File: src/rtl/crab_mmio_pkg.sv
// crab_mmio_pkg: shared register map, status bit positions and transmitter states for MMIO peripherals.
package crab_mmio_pkg;
   localparam logic [3:0] REG_TXDATA  = 4'h0;
   localparam logic [3:0] REG_STATUS  = 4'h4;
   localparam logic [3:0] REG_BAUDDIV = 4'h8;
   localparam int ST_FULL  = 0;
   localparam int ST_EMPTY = 1;
   localparam int ST_BUSY  = 2;
   localparam int ST_OVF   = 3;
   typedef enum logic [1:0] {TX_IDLE, TX_START, TX_DATA, TX_STOP} tx_state_e;
endpackage

File: src/rtl/byte_fifo.sv
// byte_fifo: synchronous 8-bit FIFO; a push into a full FIFO is accepted only alongside a pop.
module byte_fifo #(
   parameter int DEPTH = 8
) (
   input  logic       clk,
   input  logic       reset,
   input  logic       push,
   input  logic [7:0] din,
   input  logic       pop,
   output logic [7:0] dout,
   output logic       full,
   output logic       empty
);
   localparam int AW = $clog2(DEPTH);
   logic [7:0]  mem [DEPTH];
   logic [AW-1:0] wp, rp;
   logic [AW:0]   cnt;
   logic          do_push, do_pop;
   assign empty   = cnt == '0;
   assign full    = cnt == (AW+1)'(DEPTH);
   assign do_pop  = pop && !empty;
   assign do_push = push && (!full || do_pop);
   assign dout    = mem[rp];
   always_ff @(posedge clk) begin
      if (do_push) mem[wp] <= din;
   end
   always_ff @(posedge clk or negedge reset) begin
      if (!reset) begin
         wp  <= '0;
         rp  <= '0;
         cnt <= '0;
      end else begin
         wp  <= wp + AW'(do_push);
         rp  <= rp + AW'(do_pop);
         cnt <= cnt + (AW+1)'(do_push) - (AW+1)'(do_pop);
      end
   end
endmodule

File: src/rtl/mmio_uart_tx.sv
// mmio_uart_tx: memory-mapped 8N1 UART transmitter with a byte FIFO, baud divisor and sticky overflow flag.
module mmio_uart_tx #(
   parameter int          FIFO_DEPTH = 8,
   parameter logic [15:0] DIV_RESET  = 16'd434
) (
   input  logic        clk,
   input  logic        reset,
   input  logic        req,
   input  logic        we,
   input  logic [3:0]  addr,
   input  logic [31:0] wdata,
   output logic        done,
   output logic [31:0] rdata,
   output logic        tx,
   output logic        irq
);
   import crab_mmio_pkg::*;
   tx_state_e   state;
   logic [1:0]  sel;
   logic        wr, push, pop, full, empty, busy, ovf, tick;
   logic [7:0]  head, sh;
   logic [2:0]  bit_idx;
   logic [15:0] baud, div_q, cnt;
   logic [31:0] status, rd_val;
   logic        unused_ok;
   assign unused_ok = ^{addr[1:0], wdata[31:16]};
   assign sel  = addr[3:2];
   assign wr   = req && we;
   assign push = wr && sel == REG_TXDATA[3:2];
   assign busy = state != TX_IDLE;
   assign irq  = empty && !busy;
   assign tick = cnt == div_q - 16'd1;
   // Popping at the end of a stop bit chains frames with no idle gap.
   assign pop  = !empty && (state == TX_IDLE || (state == TX_STOP && tick));
   assign tx   = state == TX_START ? 1'b0 : state == TX_DATA ? sh[0] : 1'b1;
   byte_fifo #(.DEPTH(FIFO_DEPTH)) u_fifo (
      .clk(clk), .reset(reset), .push(push), .din(wdata[7:0]),
      .pop(pop), .dout(head), .full(full), .empty(empty)
   );
   always_comb begin
      status           = '0;
      status[ST_FULL]  = full;
      status[ST_EMPTY] = empty;
      status[ST_BUSY]  = busy;
      status[ST_OVF]   = ovf;
      rd_val = sel == REG_STATUS[3:2]  ? status :
               sel == REG_BAUDDIV[3:2] ? {16'd0, baud} : '0;
   end
   always_ff @(posedge clk or negedge reset) begin
      if (!reset) begin
         done  <= 1'b0;
         rdata <= '0;
         baud  <= DIV_RESET;
         ovf   <= 1'b0;
      end else begin
         done  <= req;
         rdata <= (req && !we) ? rd_val : '0;
         if (wr && sel == REG_BAUDDIV[3:2]) baud <= wdata[15:0] == '0 ? 16'd1 : wdata[15:0];
         if (push && full && !pop) ovf <= 1'b1;
         else if (wr && sel == REG_STATUS[3:2] && wdata[ST_OVF]) ovf <= 1'b0;
      end
   end
   always_ff @(posedge clk or negedge reset) begin
      if (!reset) begin
         state   <= TX_IDLE;
         sh      <= '0;
         div_q   <= DIV_RESET;
         cnt     <= '0;
         bit_idx <= '0;
      end else if (pop) begin
         state <= TX_START;
         sh    <= head;
         div_q <= baud;
         cnt   <= '0;
      end else if (busy) begin
         cnt <= tick ? '0 : cnt + 16'd1;
         if (tick) begin
            case (state)
               TX_START: begin
                  state   <= TX_DATA;
                  bit_idx <= '0;
               end
               TX_DATA: begin
                  sh      <= sh >> 1;
                  bit_idx <= bit_idx + 3'd1;
                  if (bit_idx == 3'd7) state <= TX_STOP;
               end
               TX_STOP: state <= TX_IDLE;
               default: ;
            endcase
         end
      end
   end
endmodule

File: config.mk
export PLATFORM = sky130hd
export DESIGN_NAME = mmio_uart_tx
export DESIGN_NICKNAME = d
export VERILOG_FILES = /design/src/rtl/crab_mmio_pkg.sv /design/src/rtl/byte_fifo.sv /design/src/rtl/mmio_uart_tx.sv
export SDC_FILE = /design/constraint.sdc
export NUM_CORES = 1
export LEC_CHECK = 0
export CORE_AREA = 2 2 181 138
export DETAILED_ROUTE_END_ITERATION = 10
export DIE_AREA = 0 0 183 140
export GPL_TIMING_DRIVEN = 1
export SLEW_MARGIN = 40
export SYNTH_ARGS = -nofsm -noshare
export SYNTH_HDL_FRONTEND = slang
export SYNTH_SLANG_ARGS = --single-unit
export TNS_END_PERCENT = 30
File: constraint.sdc
create_clock -name clk -period 5.16 [get_ports clk]
set_input_delay 0.774 -clock clk [delete_from_list [all_inputs] [get_ports clk]]
set_output_delay 0.774 -clock clk [all_outputs]
set_load 0.01 [all_outputs]
==> impl_metrics.toml, run 1 <==
[pwr]
total_power_mw = 2.94
p_per_area_nw_per_um2 = 352
p_leak_nw = 3.40
ir_drop_uv = 223

[final_layout]
num_antenna_cells = 0
final-instance-count-excl-fill = 890
fillers = 2274
final_common_cell = "dfrtp_1"
fin_util_pct = 35.1
fin_area_um2 = 8340
final_cell_mix = "dfrtp_1 (77), edfxtp_1 (64), clkdlybuf4s50_1 (39), nor2_1 (34), mux2_2 (32)"
fin_nets = 631
layout-area-overhead-vs-synth_pct = 18.0
drive_above_1_share_pct = 19.9

[placement]
place_hpwl_mm = 10.4
dp_cells = 858
routabilityCongestion = 0.868
port_buffers = 40
postPlaceCellArea_um2 = 7760
dp_slack_ns = 1.18

[floorplanning]
die_x_um = 183
core_area_um2 = 23800
fp-row-count = 49
die_y_um = 140
die-area_um2 = 25600
start_util_pct = 29.7
num_io_pins = 75

[synth]
synth_seq_area_share_pct = 58.9
synthFlopType = "dfrtp_1"
ys_ff_latch = 153
synth_edf_count = 64
synth_cell_types = 59
syn_area_um2 = 7070
synth.avg_cell_area_um2 = 13.5
synth_top_cell_area_share_pct = 28.0
synth_cells = 524
synth-async-reset-ratio_pct = 58.2
synth_area_leaders = "dfrtp_1 (28%), edfxtp_1 (27%), mux2_2 (5.1%), mux4_2 (5.1%), dfstp_2 (3.7%)"
ys_warn_count = 0
synth_top_area_cell = "dfrtp_1"

[cts]
cts-root-buf = "clkbuf_16"
hold_buffers = 0
cts-resized-gates = 0
clockBufferDepth = 2
clock_latency_ns = 0.43
clk_pin_slew_ns = 0.07
cts-buffers-inserted = 17
cts_tree = "built"
post_cts.repair.setup_buffers = 0
ctsHtreeMaxLevel = 4
clock_sink_count = 153

[timing]
min_period_ns = 3.99
hold_viol_final = 0
setup_viol = 0
fin_skew_ns = 0.0163
rsz0062_at_grt = "no"
maxSlewViolCount = 0
worst_pin_slew_ns = 0.751
fin_crit_sh_pct = 77.3
layout_setup_ws_ns = 1.17
slew_headroom_pct = 49.5
max_freq_mhz = 251
hold_slack_ns = 0.346
setup_tns_ns = 0

[worst_setup_path]
cp-start-kind = "register"
crit_slowest_cell = "or4b_2"
critPathCaptureType = "register"
crit_type = "reg -> reg"
critPathMaxFanout = 9
cp.required_ns = 5.46
slowest_delay_ns = 0.68
critPathArrivalTime_ns = 4.29
crit_start = "div_q[0]$_DFFE_PN0N_"
rr_startpoint = "div_q[0]$_DFFE_PN0N_"
cp_cell_sequence = "inv_1 -> ha_1 -> inv_1 -> or4b_2 -> a21oi_1 -> nor3b_1 -> nor4b_2 -> a31oi_4 -> a31o_1 -> inv_1 -> ha_1 -> inv_1 -> fa_1 -> xnor2_1"
path_common_cell = "inv_1"

[detailed_routing]
vias = 4270
drcViolationCount = 0
first_pass_iters = 4
wl_mm = 14.4
ant_nets = 0
wl_per_cell_um = 16.2
drtIter0Drc = 258
vias_per_cell = 4.80

[global_routing]
grt_pass1_wl_mm = 23.9
first_global_vias = 4514
antenna_found_initial = 0
overflow = 0
grt_use_total_pct = 12.1
grt_max_degree = 48

[hold_path]
hp-class = "in -> async"

[status]
status = "finished clean"

[run]
maxCapViolCount = 0
## cells in the mapped netlist (3+ instances only)
cell type / instances
nand4_1: 9
o21ai_0: 9
xor2_1: 19
xnor2_1: 17
dfstp_2: 10
dfrtp_1: 79
nor3_1: 10
nor4_1: 6
nor2_1: 36
a211oi_1: 8
and2_1: 13
nor4b_2: 4
a22oi_1: 3
o211ai_1: 3
edfxtp_1: 64
clkbuf_1: 13
nand3b_1: 3
mux4_2: 16
nand3_1: 11
a21o_1: 3
buf_2: 3
mux2_2: 32
nand2_1: 19
mux2i_1: 14
a21oi_1: 12
buf_4: 16
and3_1: 6
nor2b_1: 11
ha_1: 19
inv_1: 24
## layer usage
metal,vias to the layer above,global-route usage (%),part of all wire (%)
li1,1976,-,-
met1,2186,16.8,49
met2,91,17.9,45
met3,17,3.41,4.1
met4,0,4.42,1.6
met5,-,0,0
## where the power goes
part	internal [mW]	leakage, nW	switching (mW)
Clock	0.655	0.277	0.513
Sequential	1.37	1.70	0.102
Combinational	0.146	1.42	0.154
Total	2.17	3.40	0.770
## logic make-up after synthesis
logic type	Yosys count	synth area share, %
buffers and inverters	58	4.09
DFF	153	58.9
and+or+nand+nor	142	11.5
muxes	62	12.2
other	1	0.0531
adders and majority gates	20	3.65
AOI/OAI and AO/OA	52	5.20
xor gates and xnor gates	36	4.46
## critical path, delay by kind of cell (launching register included)
kind | cells | cell delay (ns)
compound gates | 3 | 0.69
fa+ha+maj | 3 | 0.91
buf+inv | 4 | 0.44
simple gates | 3 | 1.22
flops | 1 | 0.46
xor+xnor | 1 | 0.15
## state kept, by name, summed over array words and instances (netlist names)
register	count
baud	16
bit_idx	3
cnt	16
div_q	16
done	1
ovf	1
rdata	16
sh	8
state	2
u_fifo.cnt	4
u_fifo.mem	64
u_fifo.rp	3
u_fifo.wp	3
## final timing paths
check,end,slack (ns),cells past startpoint
max,u_fifo.cnt[2]$_DFF_PN0_,1.17,14
min,rdata[9]$_DFF_PN0_,0.35,1
max reg2reg,u_fifo.cnt[2]$_DFF_PN0_,1.17,14
min reg2reg,ovf$_DFFE_PN0P_,0.51,2
max in group asynchronous,u_fifo.rp[0]$_DFF_PN0_,3.77,2
min in group clk,ovf$_DFFE_PN0P_,0.51,2
## layout make-up
cell class / instances / area (um2) / area share (%)
inverters: 24 / 90.1 / 1.08
multi-input cells: 328 / 2690 / 32.3
well taps: 306 / 383 / 4.59
flip-flops and latches: 153 / 4160 / 49.9
repair buffers: 47 / 450 / 5.40
clock inverters: 12 / 101 / 1.22
clock buffers: 20 / 457 / 5.48
(Power assumes the default switching activity.)
==> run 2: changes to the inputs <==
clock period = 3.3 ns   (was 5.16 ns; I/O delays follow)
==> run 2 against run 1 <==
The flow now finishes with violations (setup timing); total power increased by 71%; combinational power increased by 79%; sequential share of layout area decreased by 2.6 points; critical path type unchanged; highest routed layer unchanged.
==> impl_metrics.toml, run 2 (synthesis gave the netlist of run 1 again) <==
[status]
status = "complete, but fails checks"
violations = "setup timing"

[final_layout]
fin_nets = 661
final_cell_mix = "dfrtp_1 (79), edfxtp_1 (64), clkdlybuf4s50_1 (39), nor2_1 (36), mux2_2 (32)"
drive_above_1_share_pct = 24.9
num_antenna_cells = 0
fin_area_um2 = 8800
fin_util_pct = 37.0
largest_reg_flops = 64
fillers = 2215
regMostFlops = "u_fifo.mem"
layout-area-overhead-vs-synth_pct = 24.5
final-instance-count-excl-fill = 920
final_common_cell = "dfrtp_1"

[detailed_routing]
vias = 4379
drtIter0Drc = 294
drcViolationCount = 0
first_pass_iters = 5
wl_mm = 15.4
vias_per_cell = 4.76
wl_per_cell_um = 16.7
ant_nets = 0

[worst_setup_path]
path_common_cell = "nor4b_4"
crit_type = "reg -> reg"
cp.required_ns = 3.43
r2r_end = "u_fifo.mem[1][1]$_DFFE_PP_"
critPathArrivalTime_ns = 3.48
cp-endpoint = "u_fifo.mem[1][1]$_DFFE_PP_"
crit_slowest_cell = "or4_4"
path_buf_inv = 2
rr_startpoint = "div_q[2]$_DFFE_PN0N_"
reg2regPathDepth = 10
cp.depth = 10
cp-start-kind = "register"
slowest_delay_ns = 0.51
crit_start = "div_q[2]$_DFFE_PN0N_"
critPathMaxFanout = 8
r2r_slack_ns = -0.05
cp_cell_sequence = "or4_4 -> or3_1 -> a211oi_2 -> nand3b_1 -> nor4b_4 -> a31oi_4 -> a31o_1 -> buf_4 -> nor4b_4 -> buf_6"
critPathCaptureType = "register"
critPathTopFamily = "simple AND/OR/NAND/NOR gates"

[pwr]
p_per_area_nw_per_um2 = 571
total_power_mw = 5.02
p_leak_nw = 3.64
ir_drop_uv = 407

[timing]
hold_slack_ns = 0.121
hold_viol_final = 0
fin_skew_ns = 0.00767
setup_tns_ns = -1.08
fin_crit_sh_pct = 102
layout_setup_ws_ns = -0.0533
worst_pin_slew_ns = 0.778
slew_headroom_pct = 48.1
maxSlewViolCount = 0
min_period_ns = 3.35
rsz0062_at_grt = "yes"
setup_viol = 33
max_freq_mhz = 298

[hold_path]
hp-class = "in -> async"

[placement]
routabilityCongestion = 0.826
dp_cells = 886
postPlaceCellArea_um2 = 8050
dp_slack_ns = -0.127
port_buffers = 40
place_hpwl_mm = 10.8

[cts]
clock_sink_count = 153
clock_latency_ns = 0.42
cts-root-buf = "clkbuf_16"
cts_tree = "built"
ctsHtreeMaxLevel = 4
clk_pin_slew_ns = 0.06
cts-buffers-inserted = 17
clockBufferDepth = 2

[global_routing]
grt_use_total_pct = 12.7
first_global_vias = 4540
overflow = 0
antenna_found_initial = 0
grt_pass1_wl_mm = 24.9
grt_max_degree = 90

[floorplanning]
die_x_um = 183
num_io_pins = 75
die_y_um = 140
die-area_um2 = 25600
start_util_pct = 29.7
fp-row-count = 49
core_area_um2 = 23800

[run]
maxCapViolCount = 0
-- run 2: cell count changes in the layout (fill, tap and decap cells not counted), sizes merged --
cell,previous run,this run
buf,8,37
bufinv,0,5
clkbuf,20,18
clkinv,2,4
inv,33,29
-- run 2: power breakdown --
| group | leakage (nW) | internal (mW) | switching (mW) |
|---|---|---|---|
| Combinational | 1.62 | 0.273 | 0.265 |
| Sequential | 1.70 | 2.13 | 0.169 |
| Clock | 0.320 | 1.36 | 0.820 |
| Total | 3.64 | 3.77 | 1.25 |
-- run 2: repair_timing --
| action | CTS | global route |
|---|---|---|
| resized for setup | 6 | 7 |
| buffers inserted | 1 | 1 |
| endpoints found under the setup margin | 52 | 92 |
| pin swaps | 1 | 1 |
| hold buffers | 0 | 0 |
-- run 2: final cells by class --
class                      count  area [um2]  share of cell area [%]
clock inverter                15         236                    2.69
timing repair buffer          77         704                    8.01
inverter                      24        92.6                    1.05
tap                          306         383                    4.35
multi-input combinational    328        2800                    31.8
clock buffer                  17         425                    4.84
sequential                   153        4160                    47.3
-- run 2: layer usage --
layer	routed length (um)	part of all wire, %	vias up	GRT usage (%)
li1	-	-	2031	-
met3	636	4.1	18	2.70
met4	191	1.2	0	4.17
met2	7180	47	118	19.4
met1	7370	48	2212	17.9
met5	0	0	-	0
-- run 2: how the worst min path moves through the flow --
stage	from	to	slack, ns	depth (start not counted)
after global placement	ovf$_DFFE_PN0P_	ovf$_DFFE_PN0P_	0.47	2
after global routing	reset	baud[12]$_DFFE_PN0P_	0.19	1
final	reset	baud[15]$_DFFE_PN0P_	0.12	1
after floorplan	reset	baud[0]$_DFFE_PN0P_	0.20	0
after detailed placement	baud[13]$_DFFE_PN0P_	rdata[13]$_DFF_PN0_	0.49	1
after CTS	reset	baud[12]$_DFFE_PN0P_	0.18	1
==> run 3: changes to the inputs <==
clock period = 3.2 ns   (was 3.3 ns; I/O delays follow)
==> run 3 against run 2 <==
The flow still finishes with violations (setup timing); non-clock buffer count rose by 9; largest power group unchanged; worst setup slack worse by 0.18 ns; first-iteration DRC count down 18%; clock-buffer cell count grew 3; via count shrank 0.62%; utilization stayed put; final area stayed put; sequential power grew 3%; register-to-register slack got worse by 0.18 ns; sequential share of layout area is the same; die area unchanged.
==> impl_metrics.toml, run 3 (synthesis gave the netlist of run 1 again) <==
[floorplanning]
die_x_um = 183
fp-row-count = 49
die-area_um2 = 25600
start_util_pct = 29.7
core_area_um2 = 23800
die_y_um = 140
num_io_pins = 75

[global_routing]
grt_max_degree = 90
grt_pass1_wl_mm = 24.4
grt_use_total_pct = 12.4
first_global_vias = 4513
antenna_found_initial = 0
overflow = 0

[final_layout]
fin_util_pct = 37.0
fin_nets = 670
layout-area-overhead-vs-synth_pct = 24.5
largest_reg_flops = 64
final_cell_mix = "dfrtp_1 (79), edfxtp_1 (64), clkdlybuf4s50_1 (39), buf_4 (38), nor2_1 (34)"
multiInputGateArea_um2 = 2830
drive_above_1_share_pct = 26.6
fillers = 2264
fin_area_um2 = 8800
num_antenna_cells = 0
final_common_cell = "dfrtp_1"
ff_latch_area_um2 = 4160
regMostFlops = "u_fifo.mem"

[detailed_routing]
drcViolationCount = 0
wl_per_cell_um = 16.2
vias = 4352
first_pass_iters = 5
wl_mm = 15.1
ant_nets = 0
vias_per_cell = 4.68
drtIter0Drc = 242

[pwr]
p_per_area_nw_per_um2 = 550
ir_drop_uv = 369
p_leak_nw = 3.62

[cts]
cts-buffers-inserted = 17
clock_latency_ns = 0.42
ctsHtreeMaxLevel = 4
clockBufferDepth = 2
cts_tree = "built"
clk_pin_slew_ns = 0.06
cts-root-buf = "clkbuf_16"
clock_sink_count = 153
hold_buffers = 0

[timing]
max_freq_mhz = 291
slew_headroom_pct = 46.5
maxSlewViolCount = 0
fin_crit_sh_pct = 107
worst_pin_slew_ns = 0.803
min_period_ns = 3.43
hold_slack_ns = 0.0579
layout_setup_ws_ns = -0.231
hold_viol_final = 0
setup_viol = 69
rsz0062_at_grt = "yes"
fin_skew_ns = 0.0109

[placement]
port_buffers = 40
place_hpwl_mm = 10.9
routabilityCongestion = 0.787
postPlaceCellArea_um2 = 8110

[worst_setup_path]
critPathArrivalTime_ns = 3.75
crit_type = "reg -> reg"
critPathCaptureType = "register"
cp.required_ns = 3.52
critPathMaxFanout = 3
cp-start-kind = "register"

[status]
status = "complete, but fails checks"
violations = "setup timing"

[run]
maxCapViolCount = 0

[hold_path]
hp-class = "in -> async"
run 3: changes by cell type in the layout (fill, tap and decap cells not counted), sizes merged:
cell	before	now
clkinv	4	6
bufinv	5	1
inv	29	28
clkbuf	18	21
buf	37	46
run 3: repair_timing:
action                     4_1_cts  5_1_grt
setup endpoints to repair       70       93
resized for setup               10       13
buffers inserted                 0        3
pin swaps                        3        9
run 3: critical path, cell delays in order (launching register included):
cell and delay, ns:
dfstp_2 0.37, or4_4 0.53, or3_4 0.40, a211oi_4 0.26, nand3b_1 0.14, nor4b_4 0.35, a31oi_4 0.19, a31o_1 0.29
inv_2 0.09, ha_4 0.13, inv_2 0.03, fa_2 0.52, inv_2 0.03
run 3: through the flow:
| step | setup TNS (ns) | instances | setup WS (ns) | power (mW) |
|---|---|---|---|---|
| detailed placement | -10.82 | 894 | -0.251 | 2.96 |
| finish | -9.87 | 929 | -0.231 | 4.84 |
| global route | -20.99 | 929 | -0.361 | 5.06 |
| floorplan | -7.20 | 539 | -0.241 | 2.74 |
| global placement | -7.33 | 894 | -0.194 | 2.92 |
| CTS | -5.69 | 926 | -0.183 | 4.87 |
run 3: layout make-up:
cell class / instances / share of cell area [%]
timing repair buffer: 86 / 8.86
clock inverter: 12 / 1.35
sequential: 153 / 47.3
tap: 306 / 4.35
inverter: 24 / 1.05
multi-input combinational: 328 / 32.1
clock buffer: 20 / 4.96
run 3: worst paths after layout:
| check | from | to | slack [ns] | cells after the start |
|---|---|---|---|---|
| worst max register to register | div_q[5]$_DFFE_PN1N_ | u_fifo.cnt[1]$_DFF_PN0_ | -0.23 | 12 |
| worst min register to register | sh[7]$_DFFE_PN0P_ | sh[7]$_DFFE_PN0P_ | 0.51 | 2 |
| worst min-delay path | reset | baud[13]$_DFFE_PN0P_ | 0.06 | 1 |
| min in group clk | sh[7]$_DFFE_PN0P_ | sh[7]$_DFFE_PN0P_ | 0.51 | 2 |
| max in group asynchronous | reset | div_q[12]$_DFFE_PN0N_ | 2.57 | 1 |
| worst max-delay path | div_q[5]$_DFFE_PN1N_ | u_fifo.cnt[1]$_DFF_PN0_ | -0.23 | 12 |
run 3: report_power, final:
group	total, mW	switching (mW)	internal [mW]
clock	1.88	0.794	1.08
combinational	0.582	0.284	0.298
sequential	2.38	0.175	2.20
run 3: metal layers:
| metal | GRT usage [%] | vias to the layer above | part of all wire [%] |
|---|---|---|---|
| met2 | 18.8 | 92 | 46 |
| li1 | - | 2047 | - |
| met1 | 18.0 | 2207 | 49 |
| met3 | 2.83 | 6 | 4.4 |
| met5 | 0 | - | 0 |
| met4 | 3.03 | 0 | 0.68 |
